--- src/rtl/lv_owt_pkg.sv ---
// Shared types and constants for the OWT request scheduler.
package lv_owt_pkg;

  localparam int unsigned REG_DW = 8;
  localparam int unsigned REG_AW = 7;

  // Register polled by a watchdog heartbeat transaction
  localparam logic [REG_AW-1:0] WDG_ADDR_DEF = 7'h1e;

  typedef enum logic [2:0] {
    StIdle   = 3'd0,
    StIssue  = 3'd1,
    StWaitTx = 3'd2,
    StWaitRx = 3'd3,
    StDone   = 3'd4,
    StErr    = 3'd5
  } owt_sched_st_e;

  typedef enum logic {
    ReqSpi = 1'b0,
    ReqWdg = 1'b1
  } owt_req_src_e;

  typedef struct packed {
    logic              wr;
    logic [REG_AW-1:0] addr;
    logic [REG_DW-1:0] wdata;
  } owt_req_t;

endpackage

--- src/rtl/lv_owt_tmo_cnt.sv ---
// Response timeout counter: clear, count while enabled, flag the last cycle.
// Saturates at RX_TMO_CYC-1 instead of wrapping.
module lv_owt_tmo_cnt #(
  parameter int unsigned RX_TMO_CYC = 4096
) (
  input  logic i_clk,
  input  logic i_rst,
  input  logic i_clr,
  input  logic i_en,
  output logic o_expire
);

  localparam int unsigned CW = (RX_TMO_CYC > 1) ? $clog2(RX_TMO_CYC) : 1;
  localparam logic [CW-1:0] LAST = CW'(RX_TMO_CYC - 1);

  logic [CW-1:0] r_cnt;

  // Count enabled cycles, holding at the terminal value
  always_ff @(posedge i_clk or posedge i_rst) begin
    if (i_rst) begin
      r_cnt <= '0;
    end else if (i_clr) begin
      r_cnt <= '0;
    end else if (i_en && (r_cnt != LAST)) begin
      r_cnt <= r_cnt + CW'(1);
    end
  end

  assign o_expire = i_en && (r_cnt == LAST);

endmodule

--- src/rtl/lv_owt_req_sched.sv ---
// OWT transaction scheduler: buffers one SPI request, arbitrates it against
// watchdog heartbeats, and sequences issue / transmit / response on the link.
// Optional macro LV_OWT_RETRY_EN enables up to MAX_RETRY retries per request.
module lv_owt_req_sched
  import lv_owt_pkg::*;
#(
  parameter logic [REG_AW-1:0] WDG_ADDR   = WDG_ADDR_DEF,
  parameter int unsigned       RX_TMO_CYC = 4096
`ifdef LV_OWT_RETRY_EN
  ,
  parameter int unsigned       MAX_RETRY  = 2
`endif
) (
  input  logic              i_clk,
  input  logic              i_rst,
  input  logic              i_spi_owt_wen,
  input  logic              i_spi_owt_ren,
  input  logic [REG_DW-1:0] i_spi_owt_wdata,
  input  logic [REG_AW-1:0] i_spi_owt_addr,
  output logic [REG_DW-1:0] o_spi_owt_rdata,
  output logic              o_spi_owt_done,
  output logic              o_spi_owt_ovf,
  input  logic              i_wdg_owt_req,
  output logic              o_owt_wdg_ack,
  output logic              o_owt_req,
  output logic [REG_AW:0]   o_owt_cmd,
  output logic [REG_DW-1:0] o_owt_wdata,
  input  logic              i_owt_ack,
  input  logic              i_owt_tx_done,
  input  logic              i_owt_rx_vld,
  input  logic [REG_DW-1:0] i_owt_rx_data,
  input  logic              i_owt_rx_crc_err,
  output logic              o_owt_err,
  output logic              o_owt_err_src
);

  owt_sched_st_e r_state, w_state_nxt;
  owt_req_t      r_spi_buf;
  owt_req_src_e  r_src, r_last_gnt;
  logic          r_spi_pend, r_spi_ovf, r_wdg_req;
  logic [REG_AW:0]   r_cmd;
  logic [REG_DW-1:0] r_wdata, r_rdata;

  logic w_spi_pulse, w_gnt_spi, w_gnt_wdg, w_finish, w_wdg_ack;
  logic w_rx_ok, w_fail, w_retry_ok, w_tmo_clr, w_tmo_en, w_tmo_exp;

  assign w_spi_pulse = i_spi_owt_wen | i_spi_owt_ren;
  assign w_finish    = (r_state == StDone) || (r_state == StErr);
  assign w_wdg_ack   = w_finish && (r_src == ReqWdg);
  assign w_rx_ok     = (r_state == StWaitRx) && i_owt_rx_vld && !i_owt_rx_crc_err;
  assign w_fail      = (r_state == StWaitRx) && !w_rx_ok &&
                       ((i_owt_rx_vld && i_owt_rx_crc_err) || w_tmo_exp);
  assign w_tmo_clr   = (r_state == StWaitTx) && i_owt_tx_done && !r_cmd[REG_AW];
  assign w_tmo_en    = (r_state == StWaitRx);

  // Round-robin grant: on a tie the requester not served last wins
  always_comb begin
    w_gnt_spi = (r_state == StIdle) && r_spi_pend && (!r_wdg_req || (r_last_gnt == ReqWdg));
    w_gnt_wdg = (r_state == StIdle) && r_wdg_req && !w_gnt_spi;
  end

  // One-deep SPI buffer; a pulse landing on the grant cycle refills it
  always_ff @(posedge i_clk or posedge i_rst) begin
    if (i_rst) begin
      r_spi_pend <= 1'b0;
      r_spi_ovf  <= 1'b0;
      r_spi_buf  <= '0;
    end else begin
      r_spi_ovf <= w_spi_pulse && r_spi_pend && !w_gnt_spi;
      if (w_spi_pulse && (!r_spi_pend || w_gnt_spi)) begin
        r_spi_pend      <= 1'b1;
        r_spi_buf.wr    <= i_spi_owt_wen;
        r_spi_buf.addr  <= i_spi_owt_addr;
        r_spi_buf.wdata <= i_spi_owt_wen ? i_spi_owt_wdata : '0;
      end else if (w_gnt_spi) begin
        r_spi_pend <= 1'b0;
      end
    end
  end

  // Watchdog level registered so it lines up with the SPI buffer latency;
  // masked on ack so a level still high in the ack cycle does not re-grant.
  always_ff @(posedge i_clk or posedge i_rst) begin
    if (i_rst) begin
      r_wdg_req <= 1'b0;
    end else begin
      r_wdg_req <= i_wdg_owt_req && !w_wdg_ack;
    end
  end

`ifdef LV_OWT_RETRY_EN
  localparam int unsigned RW = (MAX_RETRY > 0) ? $clog2(MAX_RETRY + 1) : 1;
  logic [RW-1:0] r_retry_cnt;

  assign w_retry_ok = (r_retry_cnt < RW'(MAX_RETRY));

  // Retry counter, cleared when a request completes either way
  always_ff @(posedge i_clk or posedge i_rst) begin
    if (i_rst) begin
      r_retry_cnt <= '0;
    end else if (w_finish) begin
      r_retry_cnt <= '0;
    end else if (w_fail && w_retry_ok) begin
      r_retry_cnt <= r_retry_cnt + RW'(1);
    end
  end
`else
  assign w_retry_ok = 1'b0;
`endif

  // Next-state decode for the transaction sequencer
  always_comb begin
    w_state_nxt = r_state;
    unique case (r_state)
      StIdle:   if (w_gnt_spi || w_gnt_wdg) w_state_nxt = StIssue;
      StIssue:  if (i_owt_ack) w_state_nxt = StWaitTx;
      StWaitTx: if (i_owt_tx_done) w_state_nxt = r_cmd[REG_AW] ? StDone : StWaitRx;
      StWaitRx: begin
        if (w_rx_ok) begin
          w_state_nxt = StDone;
        end else if (w_fail) begin
          w_state_nxt = w_retry_ok ? StIssue : StErr;
        end
      end
      StDone:   w_state_nxt = StIdle;
      StErr:    w_state_nxt = StIdle;
      default:  w_state_nxt = StIdle;
    endcase
  end

  // State, latched command on grant, and SPI read data
  always_ff @(posedge i_clk or posedge i_rst) begin
    if (i_rst) begin
      r_state    <= StIdle;
      r_cmd      <= '0;
      r_wdata    <= '0;
      r_rdata    <= '0;
      r_src      <= ReqSpi;
      r_last_gnt <= ReqWdg;
    end else begin
      r_state <= w_state_nxt;
      if (w_gnt_spi) begin
        r_cmd      <= {r_spi_buf.wr, r_spi_buf.addr};
        r_wdata    <= r_spi_buf.wdata;
        r_src      <= ReqSpi;
        r_last_gnt <= ReqSpi;
      end else if (w_gnt_wdg) begin
        r_cmd      <= {1'b0, WDG_ADDR};
        r_wdata    <= '0;
        r_src      <= ReqWdg;
        r_last_gnt <= ReqWdg;
      end
      if (w_rx_ok && (r_src == ReqSpi)) begin
        r_rdata <= i_owt_rx_data;
      end
    end
  end

  lv_owt_tmo_cnt #(
    .RX_TMO_CYC (RX_TMO_CYC)
  ) u_tmo_cnt (
    .i_clk    (i_clk),
    .i_rst    (i_rst),
    .i_clr    (w_tmo_clr),
    .i_en     (w_tmo_en),
    .o_expire (w_tmo_exp)
  );

  assign o_owt_req       = (r_state == StIssue);
  assign o_owt_cmd       = r_cmd;
  assign o_owt_wdata     = r_wdata;
  assign o_spi_owt_rdata = r_rdata;
  assign o_spi_owt_ovf   = r_spi_ovf;
  assign o_spi_owt_done  = w_finish && (r_src == ReqSpi);
  assign o_owt_wdg_ack   = w_wdg_ack;
  assign o_owt_err       = (r_state == StErr);
  assign o_owt_err_src   = (r_state == StErr) && (r_src == ReqWdg);

endmodule

--- config.mk ---
export PLATFORM = sky130hd
export DESIGN_NAME = lv_owt_req_sched
export DESIGN_NICKNAME = d
export VERILOG_FILES = /design/src/rtl/lv_owt_pkg.sv /design/src/rtl/lv_owt_tmo_cnt.sv /design/src/rtl/lv_owt_req_sched.sv
export SDC_FILE = /design/constraint.sdc
export NUM_CORES = 1
export LEC_CHECK = 0
export CAP_MARGIN = 20
export CORE_ASPECT_RATIO = 1.4
export CORE_MARGIN = 2
export CORE_UTILIZATION = 45
export CTS_CLUSTER_SIZE = 24
export DETAILED_ROUTE_END_ITERATION = 8
export HOLD_SLACK_MARGIN = 0.03
export PLACE_DENSITY = 0.75
export SETUP_SLACK_MARGIN = 0.15
export SLEW_MARGIN = 30
export SYNTH_ARGS = -nofsm -noshare
export SYNTH_HDL_FRONTEND = slang
export SYNTH_HIERARCHICAL = 1
export SYNTH_SLANG_ARGS = --single-unit
--- constraint.sdc ---
create_clock -name i_clk -period 2.1 [get_ports i_clk]
set_clock_uncertainty 0.15 [all_clocks]
set_input_delay 0.21 -clock i_clk [delete_from_list [all_inputs] [get_ports i_clk]]
set_output_delay 0.21 -clock i_clk [all_outputs]
set_load 0.005 [all_outputs]
Yosys cells after proc, flatten, opt, wreduce, memory -nomap -nowiden
Cells that the tools add are included.
{"block": "classes", "n_addsub": 1, "mul": 0, "div": 0, "n_lt_le_gt_ge": 0, "n_eq_ne": 11, "shifts": 0, "muxes": 18, "bitwise": 2, "reduce_logical": 38}
{"op": "two-way mux 8 bit", "count": 5}
{"op": "two-way mux 12 bit", "count": 2}
{"op": "logical AND 1 bit", "count": 21}
{"op": "two-way mux 3 bit", "count": 6}
{"op": "adder 12 x 1 -> 12 bit, second input constant", "count": 1}
{"op": "== test 12 bit, second input constant", "count": 1}
{"op": "!= test 12 bit, second input constant", "count": 1}
{"op": "case mux 3 bit (4 select lines)", "count": 1}
{"op": "zero test 1 bit", "count": 7}
{"op": "== test 3 x 2 -> 1 bit, second input constant", "count": 2}
{"op": "== test 3 bit, second input constant", "count": 2}
{"op": "nonzero test 2 bit", "count": 3}
{"op": "logical OR 1 bit", "count": 5}
{"op": "two-way mux 1 bit", "count": 4}
{"op": "!= test 2 x 1 -> 1 bit, second input constant", "count": 2}
{"op": "AND reduction 4 bit", "count": 1}
{"op": "== test 3 x 1 -> 1 bit, second input constant", "count": 1}
{"op": "zero test 3 bit", "count": 1}
{"op": "!= test 3 bit, second input constant", "count": 1}
{"op": "!= test 2 bit, second input constant", "count": 1}
{"op": "NOT 1 bit", "count": 1}
{"op": "bitwise OR 1 bit", "count": 1}
{"block": "totals", "ff_bits": 60, "latch_bits": 0, "ramBits": 0, "romBits": 0, "in_bits": 32, "output_inout_bits": 30, "word_cells": 83, "n_memories": 0}

Longest topological paths before layout
Gate-level depths: netlist (run 1).
{"block": "logic_depth", "word_depth": 9, "mapped_depth": 9, "mapped_depth_nobuf": 8}

Modules after synthesis
Netlist (run 1), hierarchy kept.
{"module": "lv_owt_req_sched", "n_inst": 1, "cells_each": 139, "area_per_inst_um2": 1915.6}
{"module": "lv_owt_tmo_cnt", "n_inst": 1, "cells_each": 74, "area_per_inst_um2": 715.7}

Worst setup path before layout (run 1)
No wires, ideal clock.
{"block": "synth_timing", "path_type": "reg2reg", "startpoint": "reg r_state[1]", "endpoint": "reg r_state[0]", "setup_time_ns": 0.094, "t_arrival_ns": 1.775, "path_slack_ns": 0.081, "path_stages_with_launch": 8, "path_buffers": 0, "synth_period_minus_slack_ns": 2.019, "path_cell_list": "dfrtp_1 -> or2b_1 -> nor2_1 -> nand2_1 -> nor4_1 -> nor3b_1 -> o21a_1 -> a211oi_1"}
{"block": "synth_via", "elab_cells_between_ends": 24, "classes_between": "eq/ne (7); mux (2); reduce/logical (15)"}
{"item": "start, declared", "line_no": "lv_owt_req_sched.sv:37", "source": "owt_sched_st_e r_state, w_state_nxt;"}
{"item": "start signal, assigned", "line_no": "lv_owt_req_sched.sv:134", "source": "r_state <= StIdle;"}
{"item": "start signal, assigned", "line_no": "lv_owt_req_sched.sv:141", "source": "r_state <= w_state_nxt;"}
{"item": "== test 3 x 2 -> 1 bit", "line_no": "lv_owt_req_sched.sv:54", "source": "assign w_tmo_en = (r_state == StWaitRx);"}
{"item": "named net w_tmo_en", "line_no": "lv_owt_req_sched.sv:45", "source": "logic w_rx_ok, w_fail, w_retry_ok, w_tmo_clr, w_tmo_en, w_tmo_exp;"}
{"item": "logical AND 1 bit", "line_no": "lv_owt_tmo_cnt.sv:29", "source": "assign o_expire = i_en && (r_cnt == LAST);"}
{"item": "named net w_tmo_exp", "line_no": "lv_owt_req_sched.sv:45"}
{"item": "logical OR 1 bit", "line_no": "lv_owt_req_sched.sv:52", "source": "((i_owt_rx_vld && i_owt_rx_crc_err) || w_tmo_exp);"}
{"item": "logical AND 1 bit", "line_no": "lv_owt_req_sched.sv:51", "source": "assign w_fail = (r_state == StWaitRx) && !w_rx_ok &&"}
{"item": "!= test 3 bit (no line)"}
{"item": "AND reduction 4 bit (no line)"}
The timed path passes the listed nets, and every way through them passes these cells.
A chain may end at the register's enable or synchronous reset.

Worst setup path in the final report (run 1)
{"block": "layout_timing", "startpoint": "reg r_state[1]", "endpoint": "out o_spi_owt_done"}
{"block": "layout_via", "elab_chain_cells": 3, "elab_cells_between_ends": 4, "classes_between": "eq/ne (2); reduce/logical (2)"}
{"item": "== test 3 bit", "line_no": "lv_owt_req_sched.sv:48", "source": "assign w_finish = (r_state == StDone) || (r_state == StErr);"}
{"item": "logical OR 1 bit *", "line_no": "lv_owt_req_sched.sv:48"}
{"item": "logical AND 1 bit *", "line_no": "lv_owt_req_sched.sv:174", "source": "assign o_spi_owt_done = w_finish && (r_src == ReqSpi);"}
{"item": "end, declared", "line_no": "lv_owt_req_sched.sv:21", "source": "output logic o_spi_owt_done,"}
Mark *: on every way between the ends. The rest lies on a longest branch, timed or not.

==> results of run 1 <==
==> stage by stage <==
step | setup WS [ns] | std cells | util (%)
global route | 0.002789 | 364 | 66.48
global placement | 0.1923 | 341 | 60.05
detailed placement | 0.1944 | 341 | 60.05
floorplan | 0.1915 | 213 | -
CTS | 0.08033 | 360 | 64.39
finish | 0.09359 | 364 | 66.48
==> final cells by class <==
type                       count  share of cell area (%)
multi-input combinational    142                   31.48
clock inverter                 6                   2.367
tap                           68                   2.300
timing repair buffer          73                   19.17
clock buffer                  10                   3.449
inverter                       5                  0.5073
sequential                    60                   40.72
==> worst max-delay path: cells and delay by family (launching register included) <==
family	cells	cell delay (ns)
flops	1	0.42
buf+inv	1	0.50
simple gates	2	0.40
==> flip-flops by register name (all words and copies together) (netlist names) <==
name             flops
r_spi_buf           16
u_tmo_cnt/r_cnt     12
o_owt_cmd            8
o_owt_wdata          8
o_spi_owt_rdata      8
r_state              3
o_spi_owt_ovf        1
r_last_gnt           1
r_spi_pend           1
r_src                1
r_wdg_req            1
==> cells in the final DEF (no fill, tap or decap), drive strengths merged, types with 6 or more instances in the layout <==
cell,n
a22o,20
buf,12
clkbuf,11
clkdlybuf4s50,58
dfrtp,59
inv,6
mux2,15
nand2,9
nor2,21
nor2b,6
nor3,9
o21ai,6
==> logic make-up after synthesis <==
logic type / share of synthesized area, %
buffers and inverters: 2.425
DFF: 57.11
AOI/OAI and AO/OA: 16.31
xor gates and xnor gates: 0.3329
muxes: 8.226
and+or+nand+nor: 15.12
adders and majority gates: 0.4754
==> how the worst min path moves through the flow <==
stage	to	slack, ns
floorplan	u_tmo_cnt/r_cnt[0]	-0.08
global placement	o_owt_cmd[3]	0.31
detailed placement	r_spi_buf[15]	0.32
CTS	u_tmo_cnt/r_cnt[1]	0.1
global route	u_tmo_cnt/r_cnt[4]	0.14
finish	u_tmo_cnt/r_cnt[4]	0.10
==> per-layer routing <==
metal  share of wire [%]  global-route usage [%]  up-vias  wire length, um
li1                    -                       -      940                -
met1                  39                   25.91      997             2443
met2                  53                   34.13       61             3288
met3                 5.9                   6.436        9              369
met4                 1.6                   7.833        0              102
met5                   0                       0        -                0
==> repair_timing <==
| action | CTS | global route |
|---|---|---|
| buffers inserted | 3 | 3 |
| endpoints found under the setup margin | 5 | 26 |
| resized for setup | 7 | 22 |
| cloned | 0 | 1 |
| pin swaps | 0 | 3 |
==> power by group <==
group          switching (mW)  internal [mW]
registers               0.428           1.67
logic                   0.809           1.15
clock network           0.452          0.671
total                    1.69           3.48
==> results.toml, run 1 <==
[grt]
grt_max_degree = 49
global_route_total_usage_across_every_layer_pct = 21.03
via_count_of_the_first_global_routing_pass = 2110
globalRouteOverflowTotal = 0
grt_pass1_wl_mm = 9.977
initial_antenna_violation_count = 0

[drt]
drt_wl_total_mm = 6.204
drt_first_iter_violations = 97
routed_wire_length_per_instance_um = 17.04
drt_pass1_iterations = 4
postRouteAntennaNets = 0
detailed_route_via_count = 2007
vias_per_cell = 5.514
remaining_drc_errors = 0

[place]
placer_congestion = 0.8027
estimated_wirelength_of_the_detail_placed_design_mm = 4.079
buffer_ports.inserted = 61
placedInstanceArea_um2 = 3342

[pwr]
pwr_cell_area_nw_per_um2 = 1398
power_mw = 5.174
power.ir.vdd_worst_uv = 782.6
total_leakage_power_nw = 1.617

[critical_path]
timing.critical_path.fanout_max = 3
crit_path_start_kind = "flip-flop"
worstPathArrival_ns = 1.65
reg2reg_from = "r_state[0]"
worst_ep_required_time_ns = 1.74
worst_setup_path_endpoint = "o_spi_owt_done"
timing.critical_path.cells = "and2b_2, nor2b_4, clkdlybuf4s50_1"
worst-r2r-setup-slack_ns = 0.12
critPathKind = "reg2out"
ff_to_ff_end = "r_spi_buf[14]"
cp_slowest_stage_delay_ns = 0.50
rr_worst_depth = 5
endpoint_kind = "output pin"
worstSetupStartpoint = "r_state[1]"
slowest_stage = "clkdlybuf4s50_1"

[yosys]
netlist_area_um2 = 2631
yosysUniqueCellTypes = 48
synth_area_leaders = "dfrtp_1 (56%), a22o_1 (6.7%), mux2_2 (5.6%)"
async_reset_ff_share_pct = 100.0
post-synth-top-count-cell = "dfrtp_1"
most_common_library_cells_after_synthesis = "dfrtp_1 (59), nor2_1 (21), a22o_1 (20)"
synth_nets = 246
dominantRegCellSynth = "dfrtp_1"
synth.yosys.seq_area_share_pct = 57.11
ys_seq_elements = 60
netlist_instances = 213
synthDominantAreaCellType = "dfrtp_1"
synth.avg_cell_area_um2 = 12.35
synth_warnings = 6
top_cell_type_s_share_of_synthesized_area_pct = 56.11
synth-edff-count = 0

[sta]
min_period_ns = 2.006
hold_slack_ns = 0.1032
slew_violations = 0
setup_viol = 0
rsz0062_at_grt = "yes"
clock.fmax_mhz = 498.4
final_cycle_utilization_of_the_critical_path_pct = 95.54
worst-slew-pin-transition_ns = 0.4817
final_hold_violation_count = 0
fin_tns_setup_ns = 0
max_slew_margin_pct = 67.85

[hold_path]
min-delay-path-class = "in2async"

[die]
die_w_um = 68.63
die_height_um = 94.48
design.die.area_um2 = 6483
design.core.area_um2 = 5565
start_util_pct = 47.28
boundaryPins = 62
std_cell_rows = 32

[final_layout]
design.final.nets = 324
diodes = 0
layout.area.seq_um2 = 1506
area.growth.synth_to_final_pct = 40.61
design_area_um2 = 3700
fillerInstances = 447
final_layout_size_suffix_gt1_share_pct = 25.00
multi_input_area_um2 = 1165

[clock_tree]
clock_insertion_delay_worst_skew_ns = 0.32
postCtsHoldBufs = 0
cts-buffers-inserted = 9
clock_path_buffers = 2
clock_sink_count = 60
clock_input_transition_at_the_sequential_cells_of_the_worst_setup_and_hold_paths_ns = 0.07
cts.htree.levels = 3
cts_tree = "built"
clk_root_buffer_cell = "clkbuf_8"

[outcome]
status = "finished, final reports clean"

[run]
timing.max_cap.violations = 0
Power figures use the tool's default switching activity.
==> run 2: changes to the inputs <==
ABC_CLOCK_PERIOD_IN_PS = 2100   (was unset)
CORE_ASPECT_RATIO = unset   (was 1.4)
==> run 2 against run 1 <==
Global-route usage shrank 2.4 points. Critical path depth grew 1. Worst hold slack lost 0.0089 ns. Critical endpoint is now o_owt_err_src. Highest routed layer unchanged. Routed wire length shrank 9.0%. Worst setup slack gained 0.10 ns. Cell count grew 1.9%. Via count is essentially flat. Die area shrank 0.13%. Non-clock buffer count grew 3.
==> results.toml, run 2 (synthesis results as in run 1) <==
[sta]
hold_slack_ns = 0.09432
final_hold_violation_count = 0
worst-slew-pin-transition_ns = 0.4902
setup_viol = 0
clock.fmax_mhz = 525.0
rsz0062_at_grt = "yes"
max_slew_margin_pct = 67.28
final_cycle_utilization_of_the_critical_path_pct = 90.70
layout_setup_ws_ns = 0.1953
slew_violations = 0
fin_tns_setup_ns = 0
min_period_ns = 1.905

[drt]
drt_wl_total_mm = 5.646
drt_first_iter_violations = 139
drt_pass1_iterations = 4
detailed_route_via_count = 2009
routed_wire_length_per_instance_um = 15.22
postRouteAntennaNets = 0
remaining_drc_errors = 0
vias_per_cell = 5.415

[grt]
grt.met1_usage_pct = 24.30
globalRouteOverflowTotal = 0
gr-max-usage-layer = "met2"
initial_antenna_violation_count = 0
globalRouteMet2Util_pct = 29.00
via_count_of_the_first_global_routing_pass = 1990
grt_max_degree = 23
global_route_total_usage_across_every_layer_pct = 18.65
grt.met3_usage_pct = 4.719
grt_pass1_wl_mm = 9.197

[outcome]
status = "finished, final reports clean"

[clock_tree]
cts-buffers-inserted = 9
cts_tree = "built"
clock_sink_count = 60
postCtsHoldBufs = 0
clk_root_buffer_cell = "clkbuf_8"
clock_input_transition_at_the_sequential_cells_of_the_worst_setup_and_hold_paths_ns = 0.07
cts.htree.levels = 3
clock_insertion_delay_worst_skew_ns = 0.34
clock_path_buffers = 2

[die]
boundaryPins = 62
start_util_pct = 47.21
std_cell_rows = 27
design.core.area_um2 = 5574
die_w_um = 80.47
die_height_um = 80.47
design.die.area_um2 = 6475

[place]
buffer_ports.inserted = 61
worst_setup_timing_slack_at_the_placement_stage_ns = 0.1579
placer_congestion = 0.8127
estimated_wirelength_of_the_detail_placed_design_mm = 3.776
dpl.cell_count = 347

[hold_path]
min-delay-path-class = "in2async"

[final_layout]
layout.cells.most_common_list = "clkdlybuf4s50_1 (56), dfrtp_1 (56), nor2_1 (20), a22o_1 (20), buf_4 (14)"
area.growth.synth_to_final_pct = 38.28
largest-register = "r_spi_buf"
top_flop_regs = "r_spi_buf x16, u_tmo_cnt/r_cnt x12"
diodes = 0
design.final.nets = 327
max_reg_flops = 16
final_layout_size_suffix_gt1_share_pct = 24.75
fillerInstances = 449
fin_cells = 371

[pwr]
combinationalPowerShare_pct = 39.2
pwr_cell_area_nw_per_um2 = 1348
seq_power_share_pct = 42.3
power_switching_share_pct = 33.53
total_leakage_power_nw = 1.582
power_mw = 4.905
switchingPower_mw = 1.645
clockPowerShare_pct = 18.5
power.ir.vdd_worst_uv = 774.6
internal_portion_of_total_power_mw = 3.261

[critical_path]
worst_ep_required_time_ns = 1.74
timing.critical_path.fanout_max = 6
endpoint_kind = "output pin"
critPathKind = "reg2out"
crit_path_start_kind = "flip-flop"
worstPathArrival_ns = 1.54

[run]
timing.max_cap.violations = 0
[run 2: metal layers]
layer | up-vias | share of wire (%)
li1 | 955 | -
met1 | 978 | 43
met2 | 64 | 48
met3 | 12 | 6.7
met4 | 0 | 2.1
met5 | - | 0
[run 2: critical path, stage by stage, from the launching register on]
cell and delay, ns:
dfrtp_2 0.44, and2b_2 0.22, buf_4 0.13, and3_1 0.16, dlygate4sd2_1 0.26
[run 2: timing repair]
action / in CTS / in global routing
endpoints found under the hold margin: 0 / 0
setup endpoints to repair: 6 / 39
gates resized for setup: 9 / 14
pin swaps: 0 / 4
gates cloned: 0 / 1
buffers inserted: 5 / 2
[run 2: layout make-up]
class | count | area, um2 | area share, %
flip-flops and latches | 60 | 1506 | 41.40
multi-input cells | 142 | 1130 | 31.05
repair buffers | 76 | 724.4 | 19.91
clock buffers | 11 | 141.4 | 3.886
well taps | 72 | 90.09 | 2.476
clock inverters | 5 | 27.53 | 0.7565
inverters | 5 | 18.77 | 0.5158
[run 2: metrics by stage]
stage | instance area (um2) | utilization (%)
floorplan | 2634 | -
CTS | 3562 | 63.91
global route | 3638 | 65.28
detailed placement | 3349 | 60.09
finish | 3638 | 65.28
global placement | 3349 | 60.09
[run 2: worst paths after layout]
check / startpoint / endpoint / slack (ns) / depth (start not counted)
worst max-delay path: r_state[2] / o_owt_err_src / 0.20 / 4
worst min-delay path: i_rst / o_spi_owt_rdata[7] / 0.09 / 2
worst max register to register: r_state[1] / r_spi_buf[8] / 0.20 / 5
worst min register to register: r_spi_buf[15] / r_spi_buf[15] / 0.34 / 1
max in group asynchronous: i_rst / o_owt_cmd[0] / 1.16 / 3
min in group i_clk: i_wdg_owt_req / r_wdg_req / 0.28 / 2
[run 2: power by group through the flow]
stage               Sequential, mW  Combinational [mW]  Clock [mW]
finish                        2.08                1.92       0.907
global route                  2.15                2.10       0.977
global placement              2.08                1.73           0
floorplan                     2.01                1.11           0
CTS                           2.06                1.85       0.926
detailed placement            2.08                1.78           0
==> run 3: changes to the inputs <==
GPL_TIMING_DRIVEN = 0   (was unset)
REMOVE_ABC_BUFFERS = 1   (was unset)
==> run 3 against run 2 <==
Global-route usage up 0.081 points. Power grew 6.4%. Routed wire length grew 4.3%. Register-to-register slack got worse by 0.04 ns. Worst hold slack better by 0.037 ns. Cell count shrank 1.1%. Via count shrank 0.60%. Combinational power increased by 3%. Fmax shrank 2.1%. Utilization rose by 0.74 points. Clock power rose by 28%. Critical endpoint is now r_spi_buf[11]. Largest cell class unchanged. Highest routed layer unchanged.
==> results.toml, run 3 (synthesis results as in run 1) <==
[critical_path]
worstPathArrival_ns = 2.02
timing.critical_path.fanout_max = 8
cpMostUsedCell = "o21ai_4"
timing.critical_path.cells = "buf_6, or3_4, o21ai_4, o21ai_4, mux2_4"
critPathTopFamily = "flip-flops"
slowest_stage = "dfrtp_2"
cp_slowest_stage_delay_ns = 0.44
worst-path-stages = 5
crit_path_start_kind = "flip-flop"
endpoint_kind = "flip-flop"
critical_path.n_buffers_inverters = 1
worst_ep_required_time_ns = 2.17
rr_worst_depth = 5
critPathKind = "reg2reg"

[die]
die_height_um = 80.47
die_w_um = 80.47
start_util_pct = 47.21
std_cell_rows = 27
boundaryPins = 62
design.die.area_um2 = 6475
design.core.area_um2 = 5574

[drt]
postRouteAntennaNets = 0
drt_wl_total_mm = 5.889
dr_wl_met2_mm = 2.957
routed_wire_length_per_instance_um = 16.05
drt_pass1_iterations = 4
remaining_drc_errors = 0
detailed_route_via_count = 1997
top_layer = "met4"
drt-met1-wl_mm = 2.512
vias_per_cell = 5.441
drt_first_iter_violations = 77
met3RoutedLength_um = 317

[clock_tree]
cts_tree = "built"
clock_insertion_delay_worst_skew_ns = 0.34
cts-buffers-inserted = 9
clock_sink_count = 60
clock_path_buffers = 2
clk_root_buffer_cell = "clkbuf_8"
clock_input_transition_at_the_sequential_cells_of_the_worst_setup_and_hold_paths_ns = 0.07
cts.htree.levels = 3

[sta]
rsz0062_at_grt = "yes"
min_period_ns = 1.945
final_hold_violation_count = 0
worst-slew-pin-transition_ns = 0.5784
max_slew_margin_pct = 61.44
layout_setup_ws_ns = 0.1552
final_cycle_utilization_of_the_critical_path_pct = 92.61
fin_tns_setup_ns = 0
setup_viol = 0
hold_slack_ns = 0.1311
slew_violations = 0
clock.fmax_mhz = 514.2

[final_layout]
fin_cells = 367
fillerInstances = 445
design.final.nets = 323
diodes = 0
area.growth.synth_to_final_pct = 39.85
top_flop_regs = "r_spi_buf x16, u_tmo_cnt/r_cnt x12"
final_layout_size_suffix_gt1_share_pct = 23.73
largest-register = "r_spi_buf"
layout.cells.most_common_list = "clkdlybuf4s50_1 (56), dfrtp_1 (56), nor2_1 (20), a22o_1 (20), mux2_2 (12)"
max_reg_flops = 16
fin_util_pct = 66.02

[place]
buffer_ports.inserted = 61
dpl.cell_count = 339
placer_congestion = 0.7590
worst_setup_timing_slack_at_the_placement_stage_ns = -0.2024
estimated_wirelength_of_the_detail_placed_design_mm = 3.623

[pwr]
power_switching_share_pct = 32.21
seq_power_share_pct = 39.9
power.ir.vdd_worst_uv = 772.3
total_leakage_power_nw = 1.601
combinationalPowerShare_pct = 37.9
pwr_cell_area_nw_per_um2 = 1418
clockPowerShare_pct = 22.2
internal_portion_of_total_power_mw = 3.538
switchingPower_mw = 1.681

[grt]
globalRouteOverflowTotal = 0
global_route_total_usage_across_every_layer_pct = 18.73
grt_pass1_wl_mm = 9.018
grt_max_degree = 49
via_count_of_the_first_global_routing_pass = 1895
initial_antenna_violation_count = 0

[outcome]
status = "finished, final reports clean"

[hold_path]
min-delay-path-class = "in2async"

[run]
timing.max_cap.violations = 0
[run 3: what timing repair did]
item / 4_1_cts / 5_1_grt
hold buffers: 0 / 0
hold endpoints to repair: 0 / 0
endpoints found under the setup margin: 18 / 36
gates resized for setup: 12 / 16
buffers inserted: 8 / 3
cloned: 0 / 1
pin swaps: 1 / 3
[run 3: final timing paths]
kind                                from                  to  slack, ns
setup / recovery              r_state[1]       r_spi_buf[11]       0.16
hold / removal                     i_rst  u_tmo_cnt/r_cnt[6]       0.13
setup reg to reg              r_state[1]       r_spi_buf[11]       0.16
hold reg to reg            r_spi_buf[10]        o_owt_cmd[2]       0.33
max in group asynchronous          i_rst          r_state[2]       1.20
min in group i_clk         i_wdg_owt_req           r_wdg_req       0.31
[run 3: metrics by stage]
stage	cell area (um2)	total power, mW
after floorplan	2586	3.055
after global placement	3287	3.759
after detailed placement	3289	3.824
after CTS	3580	5.090
after global routing	3680	5.556
final	3680	5.219
[run 3: metal layers]
layer	up-vias	track usage [%]
met5	-	0
met4	0	9.492
met3	9	6.180
met2	50	27.50
met1	993	24.78
li1	945	-
[run 3: final cells by class]
| cell class | instances | area [um2] | area share, % |
|---|---|---|---|
| sequential | 60 | 1506 | 40.94 |
| multi-input combinational | 142 | 1154 | 31.35 |
| timing repair buffer | 72 | 690.7 | 18.77 |
| clock buffer | 12 | 145.1 | 3.944 |
| tap | 72 | 90.09 | 2.448 |
| clock inverter | 4 | 72.57 | 1.972 |
| inverter | 5 | 21.27 | 0.5780 |
[run 3: power groups by stage]
| stage | registers (mW) | clock network [mW] | logic (mW) |
|---|---|---|---|
| final | 2.08 | 1.16 | 1.98 |
| after CTS | 2.06 | 1.17 | 1.86 |
| after detailed placement | 2.09 | 0 | 1.74 |
| after global routing | 2.16 | 1.23 | 2.17 |
| after floorplan | 2.02 | 0 | 1.04 |
| after global placement | 2.07 | 0 | 1.69 |
[run 3: worst reg2reg max path, cell delays in order, from the launching register on]
cell	delay, ns
dfrtp_2	0.44
buf_6	0.13
or3_4	0.36
o21ai_4	0.24
o21ai_4	0.18
mux2_4	0.33
